## src/rtl/jif_bus_pkg.sv

```systemverilog
// Shared phase encoding and frame constants for the JIF byte-serial bus target.
package jif_bus_pkg;

    typedef enum logic [3:0] {
        IDLE = 4'd0,
        P1   = 4'd1,
        P2   = 4'd2,
        P3   = 4'd3,
        P4   = 4'd4,
        P5   = 4'd5,
        P6   = 4'd6,
        P7   = 4'd7,
        P8   = 4'd8,
        P9   = 4'd9
    } phase_t;

    localparam int FRAME_LEN   = 10;
    localparam int PH_WFLAG    = 5;
    localparam int PH_RD_FIRST = 6;
    localparam int PH_RD_LAST  = 9;
    localparam int BYTE_W      = 8;
    localparam int WORD_LANES  = 4;

    // Address/wdata arrive LSB lane first; read data leaves MSB lane first.
    localparam int WR_FIRST_LANE = 0;
    localparam int RD_FIRST_LANE = WORD_LANES - 1;

    function automatic phase_t next_phase(input phase_t p);
        if (p == IDLE || p == P9) begin
            return IDLE;
        end
        return phase_t'(p + 4'd1);
    endfunction

endpackage

```

## src/rtl/jif_word_ram.sv

```systemverilog
// DEPTH x 32 register-array RAM: synchronous write, combinational read.
module jif_word_ram #(
    parameter int DEPTH = 64,
    parameter int AW    = $clog2(DEPTH)
) (
    input  logic          clk,
    input  logic          we,
    input  logic [AW-1:0] waddr,
    input  logic [31:0]   wdata,
    input  logic [AW-1:0] raddr,
    output logic [31:0]   rdata
);

    logic [31:0] mem [DEPTH];

    always_ff @(posedge clk) begin
        if (we) begin
            mem[waddr] <= wdata;
        end
    end

    assign rdata = mem[raddr];

endmodule

```

## src/rtl/jif_bus_target.sv

```systemverilog
// Memory-side target for the byte-serial CPU handler bus: deserialises each
// 10-phase frame, commits writes to word RAM or streams a read word back.
module jif_bus_target
    import jif_bus_pkg::*;
#(
    parameter int          ADDR_BITS = 6,
    parameter logic [31:0] ERR_WORD  = 32'hFFFF_FFFF
) (
    input  logic       clk,
    input  logic       rst,
    input  logic       sync,
    input  logic [7:0] addr_in,
    input  logic [7:0] data_in,
    output logic [7:0] rd_byte,
    output logic       rd_oe,
    output logic       wr_pulse,
    output logic       rd_pulse,
    output logic       err,
    output logic       busy
);

    phase_t state_reg, state_next, cur_phase;
    logic   mid_sync;
    logic [1:0] lane;

    logic [31:0] addr_sr_reg, wdata_sr_reg, rdata_sr_reg;
    logic [7:0]  rd_byte_reg;
    logic        rd_oe_reg, wr_pulse_reg, rd_pulse_reg, err_reg;

    logic                 hit, is_write, ram_we;
    logic [ADDR_BITS-1:0] word_idx;
    logic [31:0]          ram_rdata, fetch_word;
    logic                 unused_addr_lsbs;

    // The cycle carrying sync is phase 1 itself, so the registered state
    // names the phase this cycle would be in absent a sync.
    always_comb begin
        mid_sync   = sync && (state_reg != IDLE) && (state_reg != P1);
        cur_phase  = sync ? P1 : state_reg;
        state_next = next_phase(cur_phase);
    end

    always_ff @(posedge clk) begin
        if (rst) begin
            state_reg <= IDLE;
        end else begin
            state_reg <= state_next;
        end
    end

    assign lane       = cur_phase[1:0] - 2'd1;
    assign hit        = (addr_sr_reg[31:ADDR_BITS+2] == '0);
    assign word_idx   = addr_sr_reg[ADDR_BITS+1:2];
    assign is_write   = addr_in[0];
    assign ram_we     = !rst && (cur_phase == P5) && is_write && hit;
    assign fetch_word = hit ? ram_rdata : ERR_WORD;
    // Byte-offset bits never select anything in a word-wide RAM.
    assign unused_addr_lsbs = ^addr_sr_reg[1:0];

    always_ff @(posedge clk) begin
        if (cur_phase >= P1 && cur_phase <= P4) begin
            addr_sr_reg[BYTE_W*lane +: BYTE_W]  <= addr_in;
            wdata_sr_reg[BYTE_W*lane +: BYTE_W] <= data_in;
        end
    end

    always_ff @(posedge clk) begin
        if (rst) begin
            rdata_sr_reg <= '0;
            rd_byte_reg  <= '0;
            rd_oe_reg    <= 1'b0;
            wr_pulse_reg <= 1'b0;
            rd_pulse_reg <= 1'b0;
            err_reg      <= 1'b0;
        end else begin
            wr_pulse_reg <= 1'b0;
            rd_pulse_reg <= 1'b0;
            if (mid_sync) begin
                err_reg <= 1'b1;
            end
            case (cur_phase)
                P1: begin
                    rd_oe_reg   <= 1'b0;
                    rd_byte_reg <= '0;
                end
                P5: begin
                    if (is_write) begin
                        if (hit) begin
                            wr_pulse_reg <= 1'b1;
                        end else begin
                            err_reg <= 1'b1;
                        end
                    end else begin
                        rd_pulse_reg <= 1'b1;
                        rd_oe_reg    <= 1'b1;
                        rdata_sr_reg <= fetch_word;
                        rd_byte_reg  <= fetch_word[31:24];
                        if (!hit) begin
                            err_reg <= 1'b1;
                        end
                    end
                end
                P6, P7, P8: begin
                    // Write frames leave the return path idle.
                    if (rd_oe_reg) begin
                        rd_byte_reg  <= rdata_sr_reg[23:16];
                        rdata_sr_reg <= {rdata_sr_reg[23:0], 8'h00};
                    end
                end
                P9: begin
                    rd_oe_reg   <= 1'b0;
                    rd_byte_reg <= '0;
                end
                default: ;
            endcase
        end
    end

    jif_word_ram #(
        .DEPTH (2**ADDR_BITS)
    ) u_ram (
        .clk   (clk),
        .we    (ram_we),
        .waddr (word_idx),
        .wdata (wdata_sr_reg),
        .raddr (word_idx),
        .rdata (ram_rdata)
    );

    // An aborting sync releases the read lane in the same cycle.
    assign rd_oe    = rd_oe_reg && !mid_sync;
    assign rd_byte  = rd_oe ? rd_byte_reg : 8'h00;
    assign wr_pulse = wr_pulse_reg;
    assign rd_pulse = rd_pulse_reg;
    assign err      = err_reg;
    assign busy     = (cur_phase != IDLE);

endmodule
```

## config.mk

```make
export PLATFORM = sky130hd
export DESIGN_NAME = jif_bus_target
export DESIGN_NICKNAME = d
export VERILOG_FILES = /design/src/rtl/jif_bus_pkg.sv /design/src/rtl/jif_word_ram.sv /design/src/rtl/jif_bus_target.sv
export SDC_FILE = /design/constraint.sdc
export NUM_CORES = 2
export LEC_CHECK = 0
export BUFFER_PORTS_ARGS = -buffer_cell sky130_fd_sc_hd__buf_2
export CAP_MARGIN = 20
export CORE_ASPECT_RATIO = 0.5
export CORE_UTILIZATION = 55
export CTS_BUF_LIST = sky130_fd_sc_hd__clkbuf_8
export CTS_CLUSTER_SIZE = 28
export DETAILED_ROUTE_END_ITERATION = 10
export PLACE_DENSITY = 0.73
export SLEW_MARGIN = 40
export SYNTH_ARGS = -nofsm -noshare
export SYNTH_HDL_FRONTEND = slang
export SYNTH_SLANG_ARGS = --single-unit
```

## constraint.sdc

```tcl
create_clock -name clk -period 3.9 [get_ports clk]
set_clock_uncertainty 0.1 [all_clocks]
set_input_delay 0 -clock clk [delete_from_list [all_inputs] [get_ports clk]]
set_output_delay 0 -clock clk [all_outputs]
set_load 0.05 [all_outputs]
```

======== Word level (Yosys, flattened, before mapping) ========
Memories as Yosys holds them, arrays and structs flattened. A register that Yosys moved wholly into a read port is not among the register bits.
Index checks and enable logic that the tools add are counted.
storage, ports and cells
  register bits after elaboration ......... 104
  RAM bits ................................ 2048
  memories ................................ 1
operators by class
  add/sub/neg operators ................... 3
  magnitude comparators ................... 2
  equality and inequality tests ........... 9
  shift operators ......................... 3
  multiplexer cells ....................... 24
  bitwise operators ....................... 2
  reductions and logical operators ........ 24
memory list
  name       depth  bits a word  rd ports  clocked after memory_dff  write ports  RTL line            source
  u_ram.mem  64     32           1         1                         1            jif_word_ram.sv:14  logic [31:0] mem [DEPTH];
operator list
  kind                       count
  $shiftx A8 B34 Y32         2
  $bwmux W32                 2
  $mux W24                   2
  $pmux W24 S2               1
  $neg A5 Y34                1
  $shift A8 B34 Y32 const A  1
  $mux W32                   1
  $logic_not A24 Y1          1
  $mux W8                    3
  $pmux W8 S3                1
  $eq A4 B3 Y1 const B       3
  $mux W4                    3
  $mux W1                    9
  $eq A4 B4 Y1 const B       2
  $reduce_bool A4 Y1         2
  $logic_and A1 B1 Y1        7
  $mux W6                    1
  $reduce_and A3 Y1          2
  $reduce_or A3 Y1           2
  $add A4 B1 Y4 const B      1
  $eq A4 B1 Y1 const B       1
  $ge A4 B1 Y1 const B       1
  $le A4 B3 Y1 const B       1
  $logic_not A4 Y1           1
  11 further kinds           16

======== Longest topological paths before layout ========
  depth in word-level cells ............... 7
  gate-level depth with buffers ........... 12
  depth with buffers taken out ............ 9

======== Modules after synthesis ========
A second synthesis with hierarchy kept.
second synthesis, totals
  cells, all modules ...................... 3706
  area, all modules ....................... 82532.9 um2
modules (own cells, without submodules)
  module          instances  cells an instance  area an instance (um2)  sequential area each (um2)
  jif_word_ram    1          3292               77874.7                 61499.0
  jif_bus_target  1          414                4658.2                  2662.6

======== Worst setup path after synthesis ========
OpenSTA, ideal clock, no wires.
  path type ............................... flip-flop to flip-flop
  from .................................... reg state_reg[0]
  to ...................................... mem u_ram.mem[61][0] (enable)
  setup time .............................. 421 ps
  arrival time ............................ 3347 ps
  data required time ...................... 3379 ps
  setup slack ............................. 32 ps
  cell stages (with the launch flop) ...... 9
  buffers on the path ..................... 1
  clock period less this slack ............ 3868 ps
  cells stage by stage .................... dfxtp_1 > or2_2 > clkbuf_1 > ha_1 > nor4bb_1 > nand3b_1 > nor3_1 > nand3_1 > nor2_1
between the ends
  word-level cells in the longest chain between the ends .. 7
RTL lines
  what                              RTL line              source
  start, declared                   jif_bus_target.sv:22  phase_t state_reg, state_next, cur_phase;
  start signal, assigned            jif_bus_target.sv:47  state_reg <= state_next;
  $mux W4                           jif_bus_target.sv:39  cur_phase = sync ? P1 : state_reg;
  $eq A4 B3 Y1                      jif_bus_target.sv:55  assign ram_we = !rst && (cur_phase == P5) && is_write && hit;
  $logic_and A1 B1 Y1 (3 in a row)  jif_bus_target.sv:55
  $mux W1                           jif_word_ram.sv:17    if (we) begin
  $mux W1 (not written as such)     jif_word_ram.sv:18    mem[waddr] <= wdata;
  end, declared                     jif_word_ram.sv:14
No other way between the ends.

==> flow_metrics.py <==
metrics = {
    "clock_tree": {
        "clk_pin_slew_ns": 0.07,
        "post_cts_resized": 0,
        "clkSinkCount": 2156,
        "clock_path_buffers": 4,
        "cts_tree": "done",
        "root_buffer": "clkbuf_8",
        "cts_made_buffers": 312,
        "cts_max_level": 5,
        "insertion_delay_ns": 0.98,
    },
    "worst_setup_path": {
        "slowest_delay_ns": 0.79,
        "cpMaxStageDelayCell": "nor4_1",
        "end_kind": "flip-flop",
        "worst-path-max-fanout": 22,
        "cp_data_arrival_time_ns": 4.47,
        "path_cells": "buf_12 -> buf_12 -> buf_4 -> mux4_2 -> o311ai_0 -> nor3_1 -> nor4_1 -> o41ai_1",
        "timing.critical_path.buf_inv": 3,
        "critPathRequiredTime_ns": 4.58,
        "crit_family": "simple AND/OR/NAND/NOR gates",
        "crit_path_frequent_cell": "buf_12",
        "critPathKind": "flip-flop to flip-flop",
        "cp-start-kind": "flip-flop",
    },
    "timing": {
        "fin_setup_tns_ns": 0,
        "setup_viol": 0,
        "finalHoldViolations": 0,
        "fmax_mhz": 264,
        "slew_headroom_pct": 39.8,
        "min_period_over_period_pct": 97.0,
        "rsz0062_at_grt": "no",
        "maxSlewViolCount": 0,
        "worst_pin_slew_ns": 0.881,
        "period_minus_slack_ns": 3.78,
        "layout_setup_ws_ns": 0.118,
    },
    "floorplan": {
        "initial_utilization_pct": 55.5,
        "die_x_um": 550,
        "dieArea_um2": 152000,
        "coreArea_um2": 149000,
        "die_height_um": 276,
        "num_rows": 100,
        "io_pins": 32,
    },
    "logic_synthesis": {
        "async_reset_ff_share_pct": 0,
        "synth_cells": 3619,
        "synth_ff_type": "edfxtp_1",
        "synthMuxAreaShare_pct": 16.6,
        "synth_top_family_by_area": "multiplexers",
        "synth_cell_types": 61,
        "synth_compound_area_share_pct": 2.07,
        "syn_avg_cell_area_um2": 22.9,
        "synth_edf_count": 2110,
        "yosys.area_share.adder_pct": 0.0756,
        "seq_area_frac_synth_pct": 77.7,
        "synth_xor_area_share_pct": 0.0212,
        "yosys_warnings": 0,
        "synthesis.area_um2": 82700,
        "synth-simple-area-share_pct": 2.24,
        "synth_nets": 3643,
        "synth_seq_cells": 2156,
    },
    "placement": {
        "placed_cells": 5723,
        "place_hpwl_um": 124000,
        "port_buffers": 31,
        "gp_congestion": 0.954,
        "dp_slack_ns": 0.352,
    },
    "routing": {
        "vias_per_cell": 6.67,
        "routedWlPerCell_um": 33.1,
        "drt_first_pass_iters": 7,
        "antenna_left": 0,
        "drc": 0,
        "drt_iter0_markers": 6669,
        "vias": 41900,
        "routed_wirelength_um": 208000,
    },
    "grt": {
        "grt_max_degree": 69,
        "grt_usage_pct": 27.6,
        "grt_overflow": 0,
        "grt_pass1_vias": 41800,
        "grt_pass1_wl_um": 297000,
        "antenna_found_initial": 6,
    },
    "power": {
        "p_comb_share_pct": 12.5,
        "p_switching_w": 0.0118,
        "irDropWorstVdd_uv": 249,
        "power_density_nw_per_um2": 511,
        "switching_share_pct": 24.7,
        "p_int_w": 0.0359,
        "seqPwrFrac_pct": 53.8,
        "pwr-share-clk_pct": 33.7,
        "p_leak_nw": 26.4,
    },
    "min_path": {
        "worstHoldPathType": "input pin to flip-flop",
    },
    "cells_and_area": {
        "layout_commonest_cell": "edfxtp_1",
        "largest_reg_flops": 2048,
        "final_nets": 4110,
        "final_cell_mix": "edfxtp_1 (2,110), mux4_2 (577), clkbuf_8 (323)",
        "fin_cells": 6274,
        "syn_to_final_growth_pct": 12.8,
        "drive_gt1_share_pct": 31.3,
        "fin_util_pct": 62.6,
    },
    "run_status": {
        "status": "completed",
    },
    "run": {
        "max-cap-violations": 0,
    },
}
cell families (layout without fill, tap and decap cells):
| kind of cell | Yosys count | in the layout |
|---|---|---|
| adders and majority gates | 5 | 5 |
| xor gates and xnor gates | 2 | 2 |
| other | 0 | 4 |
| muxes | 650 | 650 |
| AOI/OAI and AO/OA | 228 | 228 |
| DFF | 2156 | 2156 |
| buffers and inverters | 201 | 863 |
| and+or+nand+nor | 377 | 377 |
area by class of cell:
type                    count  area, µm²
diodes                      4       10.0
flip-flops and latches   2156      64300
fillers                  9549      55700
multi-input cells        1262      17900
repair buffers            340       3230
clock buffers             323       4450
inverters                  14       52.6
well taps                1989       2490
clock inverters           186        857
power groups by stage:
| stage | Combinational (W) | Clock, W | Sequential [W] |
|---|---|---|---|
| 3_5_place_dp | 0.00593 | 0 | 0.0262 |
| 2_1_floorplan | 0.00380 | 0 | 0.0262 |
| 6_report | 0.00598 | 0.0161 | 0.0257 |
| 3_3_place_gp | 0.00581 | 0 | 0.0262 |
| 4_1_cts | 0.00597 | 0.0163 | 0.0257 |
| 5_1_grt | 0.00622 | 0.0172 | 0.0257 |
worst reg2reg max path, cell delays in order, from the launching register on:
cell      delay, ns
dfxtp_4        0.74
buf_12         0.31
buf_12         0.21
buf_4          0.23
mux4_2         0.55
o311ai_0       0.38
nor3_1         0.12
nor4_1         0.79
o41ai_1        0.16
synthesized netlist by cell type, types with 4 or more instances:
library cell / instances / area [µm²]
o2bb2ai_1: 5 / 43.8
nor4_1: 15 / 93.8
nand2b_1: 17 / 106
mux2_2: 20 / 225
a22oi_1: 24 / 180
a211oi_1: 16 / 120
a21o_1: 11 / 82.6
edfxtp_1: 2110 / 63400
a2111oi_0: 16 / 140
o221ai_1: 4 / 35.0
a21oi_1: 33 / 165
a221oi_1: 19 / 166
nand4_1: 4 / 25.0
buf_4: 33 / 248
nor2_1: 112 / 420
clkbuf_1: 56 / 210
dfxtp_1: 46 / 921
a22o_1: 22 / 193
o22ai_1: 10 / 62.6
inv_1: 13 / 48.8
and2_1: 63 / 394
ha_1: 5 / 62.6
nand3b_1: 6 / 45.0
o21ai_0: 20 / 100
o31ai_1: 11 / 82.6
a311oi_1: 6 / 52.6
buf_1: 26 / 97.6
buf_2: 62 / 310
a221o_1: 5 / 50.1
nand2_1: 71 / 267
nor3_1: 22 / 110
o211ai_1: 4 / 30.0
mux4_2: 577 / 13000
buf_6: 10 / 113
nor2b_1: 23 / 144
mux2i_1: 53 / 531
and3_1: 10 / 62.6
nand3_1: 29 / 145
metrics by stage:
step           power, W  instance area, µm²  hold WS, ns
2_1_floorplan    0.0300               82700       0.0770
3_3_place_gp     0.0320               87500        0.211
3_5_place_dp     0.0321               87600        0.209
4_1_cts          0.0479               93300       0.0960
5_1_grt          0.0491               93300        0.193
6_report         0.0477               93300        0.186
final timing paths:
kind,startpoint,to,slack [ns],cells past startpoint
worst min register to register,rdata_sr_reg[13],rdata_sr_reg[13],0.36,2
worst min-delay path,sync,state_reg[0],0.19,5
worst max register to register,flip-flop,rdata_sr_reg[18],0.12,8
worst max-delay path,flip-flop,rdata_sr_reg[18],0.12,8
routing by layer:
layer	vias up	GRT usage, %	wire length [µm]
li1	16400	-	-
met1	22000	41.1	80400
met2	3085	41.4	95900
met3	376	6.53	26300
met4	2	8.07	4990
met5	-	0.0625	53
repair_timing:
action | CTS | global route
buffers inserted | 0 | 0
endpoints found under the hold margin | 207 | 0
hold buffers | 37 | 0
setup endpoints to repair | 0 | 0
Power figures use the tool's default switching activity.
